--- src/rtl/note_sequencer.sv ---
// Note-memory sequencer: plays a preloaded list of 4-bit note codes, each held for tempo+1 clocks,
// with pause, stop and loop control.
module note_sequencer #(
  parameter int unsigned DEPTH   = 16,
  parameter int unsigned TEMPO_W = 8,
  localparam int unsigned AW     = $clog2(DEPTH)
) (
  input  logic               clk,
  input  logic               rst_n,
  input  logic               start,
  input  logic               stop,
  input  logic               pause,
  input  logic               loop_en,
  input  logic [AW:0]        len,
  input  logic [TEMPO_W-1:0] tempo,
  input  logic               load_we,
  input  logic [AW-1:0]      load_addr,
  input  logic [3:0]         load_data,
  output logic               Tom,
  output logic               notas3,
  output logic               notas2,
  output logic               notas1,
  output logic               playing,
  output logic [AW-1:0]      step,
  output logic               done
);

  typedef enum logic [1:0] {StIdle, StPlay, StPause} state_e;

  state_e             state_q, state_d;
  logic [TEMPO_W-1:0] cnt_q, cnt_d;
  logic [TEMPO_W-1:0] tempo_q, tempo_d;
  logic [AW:0]        len_q, len_d;
  logic [AW-1:0]      step_q, step_d;
  logic [3:0]         note_q, note_d;
  logic               done_q, done_d;
  logic [3:0]         mem_q [DEPTH];
  logic               mem_we;

  logic               start_ok;
  logic               last_step;
  logic               cnt_zero;
  logic [AW-1:0]      step_nxt;

  assign start_ok  = start && (len != '0) && (len <= (AW+1)'(DEPTH));
  assign last_step = ({1'b0, step_q} == (len_q - (AW+1)'(1)));
  assign cnt_zero  = (cnt_q == '0);
  assign step_nxt  = step_q + AW'(1);

  // State register
  always_ff @(posedge clk or negedge rst_n) begin
    if (!rst_n) begin
      state_q <= StIdle;
      cnt_q   <= '0;
      tempo_q <= '0;
      len_q   <= '0;
      step_q  <= '0;
      note_q  <= '0;
      done_q  <= 1'b0;
    end else begin
      state_q <= state_d;
      cnt_q   <= cnt_d;
      tempo_q <= tempo_d;
      len_q   <= len_d;
      step_q  <= step_d;
      note_q  <= note_d;
      done_q  <= done_d;
    end
  end

  // Note memory is deliberately not reset so contents survive rst_n.
  always_ff @(posedge clk) begin
    if (mem_we) begin
      mem_q[load_addr] <= load_data;
    end
  end

  // Next-state logic
  always_comb begin
    state_d = state_q;
    unique case (state_q)
      StIdle: begin
        if (start_ok) state_d = StPlay;
      end
      StPlay: begin
        if (stop) begin
          state_d = StIdle;
        end else if (pause) begin
          state_d = StPause;
        end else if (cnt_zero && last_step && !loop_en) begin
          state_d = StIdle;
        end
      end
      StPause: begin
        if (stop) begin
          state_d = StIdle;
        end else if (!pause) begin
          state_d = StPlay;
        end
      end
      default: state_d = StIdle;
    endcase
  end

  // Datapath next-state: counter, step, latched settings, note output, done pulse
  always_comb begin
    cnt_d   = cnt_q;
    tempo_d = tempo_q;
    len_d   = len_q;
    step_d  = step_q;
    note_d  = note_q;
    done_d  = 1'b0;
    mem_we  = 1'b0;
    unique case (state_q)
      StIdle: begin
        mem_we = load_we;
        if (start_ok) begin
          len_d   = len;
          tempo_d = tempo;
          step_d  = '0;
          cnt_d   = tempo;
          note_d  = mem_q[0];
        end
      end
      StPlay: begin
        if (stop) begin
          cnt_d  = '0;
          step_d = '0;
          note_d = '0;
        end else if (pause) begin
          // Entering pause freezes everything, including this edge's count.
        end else if (!cnt_zero) begin
          cnt_d = cnt_q - TEMPO_W'(1);
        end else if (!last_step) begin
          step_d = step_nxt;
          note_d = mem_q[step_nxt];
          cnt_d  = tempo_q;
        end else if (loop_en) begin
          step_d = '0;
          note_d = mem_q[0];
          cnt_d  = tempo_q;
        end else begin
          step_d = '0;
          note_d = '0;
          done_d = 1'b1;
        end
      end
      StPause: begin
        if (stop) begin
          cnt_d  = '0;
          step_d = '0;
          note_d = '0;
        end
      end
      default: ;
    endcase
  end

  // Outputs
  always_comb begin
    playing = (state_q != StIdle);
    step    = step_q;
    done    = done_q;
    {Tom, notas3, notas2, notas1} = note_q;
  end

endmodule

--- config.mk ---
export PLATFORM = sky130hd
export DESIGN_NAME = note_sequencer
export DESIGN_NICKNAME = d
export VERILOG_FILES = /design/src/rtl/note_sequencer.sv
export SDC_FILE = /design/constraint.sdc
export NUM_CORES = 1
export LEC_CHECK = 0
export BUFFER_PORTS_ARGS = -buffer_cell sky130_fd_sc_hd__buf_2
export CORE_UTILIZATION = 40
export CTS_BUF_LIST = sky130_fd_sc_hd__clkbuf_4
export CTS_CLUSTER_SIZE = 12
export DETAILED_ROUTE_END_ITERATION = 6
export PLACE_DENSITY = 0.65
export SYNTH_ARGS = -nofsm -noshare
export SYNTH_HDL_FRONTEND = slang
export SYNTH_SLANG_ARGS = --single-unit
--- constraint.sdc ---
create_clock -name clk -period 3.15 [get_ports clk]
set_input_delay 0 -clock clk [delete_from_list [all_inputs] [get_ports clk]]
set_output_delay 0 -clock clk [all_outputs]
set_load 0.1 [all_outputs]
==> results of run 1 <==
[kinds of logic (layout without fill, tap and decap cells)]
| group | count (synthesis) | after routing |
|---|---|---|
| DFF | 96 | 96 |
| and+or+nand+nor | 83 | 83 |
| AOI/OAI and AO/OA | 54 | 54 |
| muxes | 44 | 44 |
| buffers and inverters | 29 | 101 |
| xor gates and xnor gates | 9 | 9 |
| adders and majority gates | 7 | 7 |
[path summary, 6_finish.rpt]
kind	end	cells past startpoint
worst max register to register	done	7
min in group asynchronous	cnt_q[3]	2
worst max-delay path	done	7
worst min register to register	tempo_q[5]	2
worst min-delay path	mem_q[7][0]	3
max in group asynchronous	step[3]	2
[critical path, stage by stage (launching register included)]
cell	delay (ns)
dfrtp_1	0.46
inv_1	0.10
ha_1	0.29
nor3b_1	0.38
nand3b_1	0.16
a2111oi_2	0.51
nor3b_1	0.24
dlygate4sd3_1	0.56
[cells in the mapped netlist (3+ instances only)]
master	instances	share of area (%)
a21oi_1	5	0.56
a32oi_1	5	0.98
clkbuf_1	7	0.59
dfrtp_1	32	18
edfxtp_1	64	43
ha_1	7	2.0
inv_1	19	1.6
mux2_2	13	3.3
mux2i_1	15	3.4
mux4_2	16	8.1
nand2_1	27	2.3
nand2b_1	3	0.42
nor2_1	23	1.9
nor3_1	6	0.67
nor3b_1	4	0.67
o21ai_0	17	1.9
o22ai_1	5	0.70
o32ai_1	3	0.59
xnor2_1	5	0.98
xor2_1	4	0.78
[layer usage]
metal | GRT usage, % | vias up
met1 | 20.2 | 1376
met2 | 27.1 | 62
met3 | 4.36 | 12
met5 | 0 | -
met4 | 6.56 | 0
li1 | - | 1360
[where the power goes]
part / total, mW / switching [mW] / internal [mW]
logic: 1.74 / 1.03 / 0.706
clock network: 0.652 / 0.464 / 0.187
registers: 1.71 / 0.180 / 1.53
[area by class of cell]
class                           count  area, um2  share of cell area, %
Clock buffer                        9       67.6                   1.30
Clock inverter                      7       67.6                   1.30
Inverter                           19       71.3                   1.37
Multi-Input combinational cell    197       1640                   31.4
Sequential cell                    96       2720                   52.3
Tap cell                          140        175                   3.36
Timing Repair Buffer               66        468                   8.98
[cell usage in the layout (no fill, tap or decap), drive strengths merged, types with 2 or more instances in the layout]
cell type and n:
a2111oi 2, a21o 2, a21oi 6, a221o 2, a32oi 5, buf 40, clkbuf 9, clkinv 2
dfrtp 32, dlygate4sd3 26, edfxtp 64, ha 7, inv 24, mux2 13, mux2i 15, mux4 16
nand2 28, nand2b 3, nand3 2, nand3b 2, nor2 23, nor3 6, nor3b 4, nor4 2
o21ai 17, o22ai 5, o31ai 2, o32ai 3, or3 2, or4 2, xnor2 5, xor2 4
[stage by stage]
step / hold WS, ns / power [mW] / instances / setup WS [ns] / util (%)
floorplan: -0.296 / 3.07 / 322 / 0.259 / -
global placement: 0.105 / 3.42 / 492 / 0.587 / 44.2
detailed placement: 0.106 / 3.46 / 492 / 0.531 / 44.2
CTS: 0.0107 / 4.14 / 534 / 0.418 / 47.9
global route: 0.0522 / 4.35 / 534 / 0.205 / 47.9
finish: 0.0422 / 4.10 / 534 / 0.412 / 47.9
[state kept, by name, indices dropped and copies added (netlist names)]
| name | cells |
|---|---|
| step | 4 |
| note_q | 4 |
| mem_q | 64 |
| done | 1 |
| state_q | 2 |
| cnt_q | 8 |
| len_q | 5 |
| tempo_q | 8 |
==> results.md, run 1 <==
- Status: finished clean
- Max-slew headroom: 50.6%
- Mapped Area: 4480 um2
- Layout cell share with drive strength beyond 1: 23.4%
- Die Wd: 108 um
- Final Hold Viols: 0
- Met2 Wirelength: 4180 um
- Ys async rst share: 33.3%
- Post-synthesis sequential area ratio: 60.8%
- Initial DRC count: 139
- Worst min path class: primary input to register
- Largest family of logic cells by synthesized area: multiplexers
- CTS Sinks: 96
- Critical Path Start Type: register
- Filler cells: 964
- Total length of routed wires: 8750 um
- Initial Util: 41.1%
- Multiplexer share of the synthesized area: 14.7%
- Main synth FF type: edfxtp_1
- Synthesized flop and latch total: 96
- Synth Area in Adders: 1.96%
- Top routing layer used: met4
- Pwr/cell area: 787 nW/um2
- Cells after Synth: 322
- Critical Path Source: cnt_q[0]
- CTS tree: built
- Setup Skew: 0.0134 ns
- Hold path start: load_addr[2]
- Aggregate global-route resource usage: 16.3%
- Cts repair resizes: 0
- Vias per cell: 5.26
- Leak: 1.94 nW
- Root buf cell: clkbuf_4
- Clock transition at path regs: 0.16 ns
- Critical Path RT: 3.58 ns
- RSZ-0062 raised after global routing: no
- CTS Buf Count: 9
- First-pass GRT wire length: 14000 um
- Worst r2r src: cnt_q[0]
- Worst slew pin tran: 0.742 ns
- Core Region: 10900 um2
- Synth cell types: 54
- Grt total ovfl: 0
- Post-Synth XOR/XNOR Area: 1.76%
- Initial antenna violation count: 0
- Die Y: 108 um
- Tcrit/Tclk final: 86.9%
- Antenna-violating nets left: 0
- Post-Synth Simple-Gate Area: 9.25%
- DRC violations left: 0
- DPL Wire Length: 6070 um
- Max frequency: 365 MHz
- Yosys warns: 0
- Syn_nets: 357
- Wl on met1: 4090 um
- Setup TNS Final: 0 ns
- Design Area, Final: 5210 um2
- Metal3 WL: 334 um
- Number of synthesized flops with an enable pin: 64
- Syn avg cell area: 13.9 um2
- Synth Area in Compound Gates: 8.95%
- Diode count: 0
- Full die area: 11600 um2
- Vias in the first global route: 2844
- 1st-pass router iterations: 4
- Core Rows: 38
- GP Congestion: 0.756
- Clock Latency Late Sink: 0.47 ns
- Largest net degree at the start of global routing: 33
- Clock buffer depth: 2
- Max Cap Viol: 0
- Via count: 2810
- Pins Over Slew Limit: 0
- Final min period: 2.74 ns
- Critical Path Fanout Max: 7
- IO Port Bufs: 37
- Nets: 424
- CP Capture Type: register
- Ports: 38
- Area growth, synth to finish: 16.4%
- CTS Hold Bufs: 26
- H-tree depth: 3
- Post-CTS Setup Inserts: 0
- Avg WL per Cell: 16.4 um
- Worst R2R Setup Slack: 0.41 ns
- Critical path class: register to register
- Critical path data arrival time: 3.17 ns
- Final setup viols: 0
- DP Area: 4810 um2
- VDD IR max: 0.000429 V
(Power assumes the default switching activity.)
==> inputs of run 2 (changes only) <==
--- a/config.mk
+++ b/config.mk
@@ -6,11 +6,14 @@
 export NUM_CORES = 1
 export LEC_CHECK = 0
 export BUFFER_PORTS_ARGS = -buffer_cell sky130_fd_sc_hd__buf_2
+export CELL_PAD_IN_SITES_DETAIL_PLACEMENT = 0
+export CELL_PAD_IN_SITES_GLOBAL_PLACEMENT = 1
 export CORE_UTILIZATION = 40
 export CTS_BUF_LIST = sky130_fd_sc_hd__clkbuf_4
 export CTS_CLUSTER_SIZE = 12
 export DETAILED_ROUTE_END_ITERATION = 6
-export PLACE_DENSITY = 0.65
+export HOLD_SLACK_MARGIN = 0.03
+export PLACE_DENSITY = 0.74
 export SYNTH_ARGS = -nofsm -noshare
 export SYNTH_HDL_FRONTEND = slang
 export SYNTH_SLANG_ARGS = --single-unit
==> constraint.sdc (replaced) <==
create_clock -name clk -period 3.1 [get_ports clk]
set_input_delay 0 -clock clk [delete_from_list [all_inputs] [get_ports clk]]
set_output_delay 0 -clock clk [all_outputs]
set_load 0.1 [all_outputs]
==> run 2 against run 1 <==
  * Combinational power increased by 3%
  * Clock skew increased by 0.0085 ns
  * Flip-flop and latch count unchanged
  * Global-route usage increased by 1.6 points
  * Final cell count increased by 0.56%
  * Largest cell class unchanged
  * Sequential share of layout area decreased by 0.35 points
==> results.md, run 2 (synthesis results as in run 1) <==
- Critical Path Start Type: register (unchanged)
- Critical Path RT: 3.53 ns (was 3.58 ns)
- Leak: 1.95 nW (was 1.94 nW)
- Pwr/cell area: 806 nW/um2 (was 787 nW/um2)
- Core Region: 10900 um2 (unchanged)
- RSZ-0062 raised after global routing: no (unchanged)
- M2 GR Usage: 29.4% (was 27.1%)
- Clock Latency Late Sink: 0.50 ns (was 0.47 ns)
- Max frequency: 355 MHz (was 365 MHz)
- Final Hold Viols: 0 (unchanged)
- Worst slew pin tran: 0.770 ns (was 0.742 ns)
- Final min period: 2.82 ns (was 2.74 ns)
- CTS Sinks: 96 (unchanged)
- Post-CTS Setup Inserts: 0 (unchanged)
- Diode count: 0 (unchanged)
- Final setup margin: 0.284 ns (was 0.412 ns)
- DP Area: 4830 um2 (was 4810 um2)
- Ports: 38 (unchanged)
- Antenna-violating nets left: 0 (unchanged)
- Tcrit/Tclk final: 90.9% (was 86.9%)
- Final setup viols: 0 (unchanged)
- Grt total ovfl: 0 (unchanged)
- Setup Skew: 0.0218 ns (was 0.0134 ns)
- 1st-pass router iterations: 6 (was 4)
- Avg WL per Cell: 17.6 um (was 16.4 um)
- Busiest grt layer: met2 (unchanged)
- Met1 GRT Util: 23.0% (was 20.2%)
- Critical path class: register to register (unchanged)
- Vias in the first global route: 2848 (was 2844)
- H-tree depth: 3 (unchanged)
- Met3 Usage GRT: 3.87% (was 4.36%)
- Design Area, Final: 5250 um2 (was 5210 um2)
- Initial antenna violation count: 0 (unchanged)
- Full die area: 11600 um2 (unchanged)
- IO Port Bufs: 37 (unchanged)
- Clock buffer depth: 2 (unchanged)
- Initial DRC count: 121 (was 139)
- Root buf cell: clkbuf_4 (unchanged)
- Nets: 427 (was 424)
- CTS Buf Count: 9 (unchanged)
- Max-slew headroom: 48.2% (was 50.6%)
- Layout cell share with drive strength beyond 1: 23.7% (was 23.4%)
- Top flop regs: mem_q x64, cnt_q x8, tempo_q x8 (unchanged)
- Cts repair resizes: 0 (unchanged)
- CTS tree: built (unchanged)
- CP Capture Type: register (unchanged)
- Critical path data arrival time: 3.25 ns (was 3.17 ns)
- Aggregate global-route resource usage: 17.9% (was 16.3%)
- GP Congestion: 0.772 (was 0.756)
- DPL Wire Length: 6690 um (was 6070 um)
- Setup TNS Final: 0 ns (unchanged)
- Commonest non-fill, non-tap cells in the layout: edfxtp_1, buf_2, dfrtp_1, nand2_1, dlygate4sd3_1 (unchanged)
- Worst min path class: primary input to async pin (was primary input to register)
- Worst reg2reg path depth: 7 (unchanged)
- Area growth, synth to finish: 17.2% (was 16.4%)
- Commonest non-fill, non-tap cell in the layout: edfxtp_1 (unchanged)
- Largest net degree at the start of global routing: 33 (unchanged)
- DRC violations left: 0 (unchanged)
- First-pass GRT wire length: 15200 um (was 14000 um)
- CTS Hold Bufs: 27 (was 26)
- Pre-CTS WS: 0.437 ns (was 0.531 ns)
- Biggest register: mem_q (unchanged)
- Initial Util: 41.1% (unchanged)
- VDD IR max: 0.000376 V (was 0.000429 V)
- Pins Over Slew Limit: 0 (unchanged)
- Via count: 2835 (was 2810)
- Power Total: 4.23 mW (was 4.10 mW)
- Critical Path Fanout Max: 7 (unchanged)
- Total length of routed wires: 9470 um (was 8750 um)
- Die Y: 108 um (unchanged)
- Die Wd: 108 um (unchanged)
- Max Cap Viol: 0 (unchanged)
- Clock transition at path regs: 0.18 ns (was 0.16 ns)
- Vias per cell: 5.28 (was 5.26)
- Max FFs per register: 64 (unchanged)
- Core Rows: 38 (unchanged)
- Status: finished clean (unchanged)
## run 2: changes by cell type in the layout (fill, tap and decap cells not counted)
cell and change:
clkinv_8 +1, clkinvlp_4 +1, clkinv_4 -1, clkinv_2 -1, dlygate4sd3_1 +1, buf_4 +2
## run 2: worst max-delay path, stage by stage, from the launching register on
cell	delay, ns
dfrtp_1	0.47
inv_1	0.10
ha_1	0.29
nor3b_1	0.40
nand3b_1	0.16
a2111oi_2	0.52
nor3b_1	0.25
dlygate4sd3_1	0.56
## run 2: area by class of cell
class                           count  area [um2]
Clock buffer                        9        67.6
Sequential cell                    96        2720
Inverter                           19        71.3
Fill cell                         935        5640
Timing Repair Buffer               69         493
Clock inverter                      7        77.6
Tap cell                          140         175
Multi-Input combinational cell    197        1640
## run 2: worst paths after layout
path | startpoint | slack, ns | endpoint
min in group clk | load_we | 0.07 | mem_q[15][3]
worst max register to register | cnt_q[0] | 0.28 | done
worst max-delay path | cnt_q[0] | 0.28 | done
worst min register to register | tempo_q[2] | 0.51 | tempo_q[2]
max in group asynchronous | rst_n | 2.55 | cnt_q[7]
worst min-delay path | rst_n | 0.07 | note_q[2]
## run 2: per-stage QoR
step	hold WS (ns)	std cells	util, %
after floorplan	-0.296	322	-
after global placement	0.106	494	44.4
after detailed placement	0.119	494	44.4
after CTS	0.0497	537	48.2
after global routing	0.0966	537	48.2
final	0.0664	537	48.2
## run 2: per-layer routing
metal  routed length [um]  up-vias
met5                    0        -
met4                  131        0
met3                  417       10
met2                 4730       56
met1                 4190     1387
li1                     -     1382
## run 2: power by group
group          internal [mW]  total, mW  switching [mW]
Sequential              1.56       1.74           0.181
Combinational          0.739       1.79            1.06
Clock                  0.196      0.696           0.499
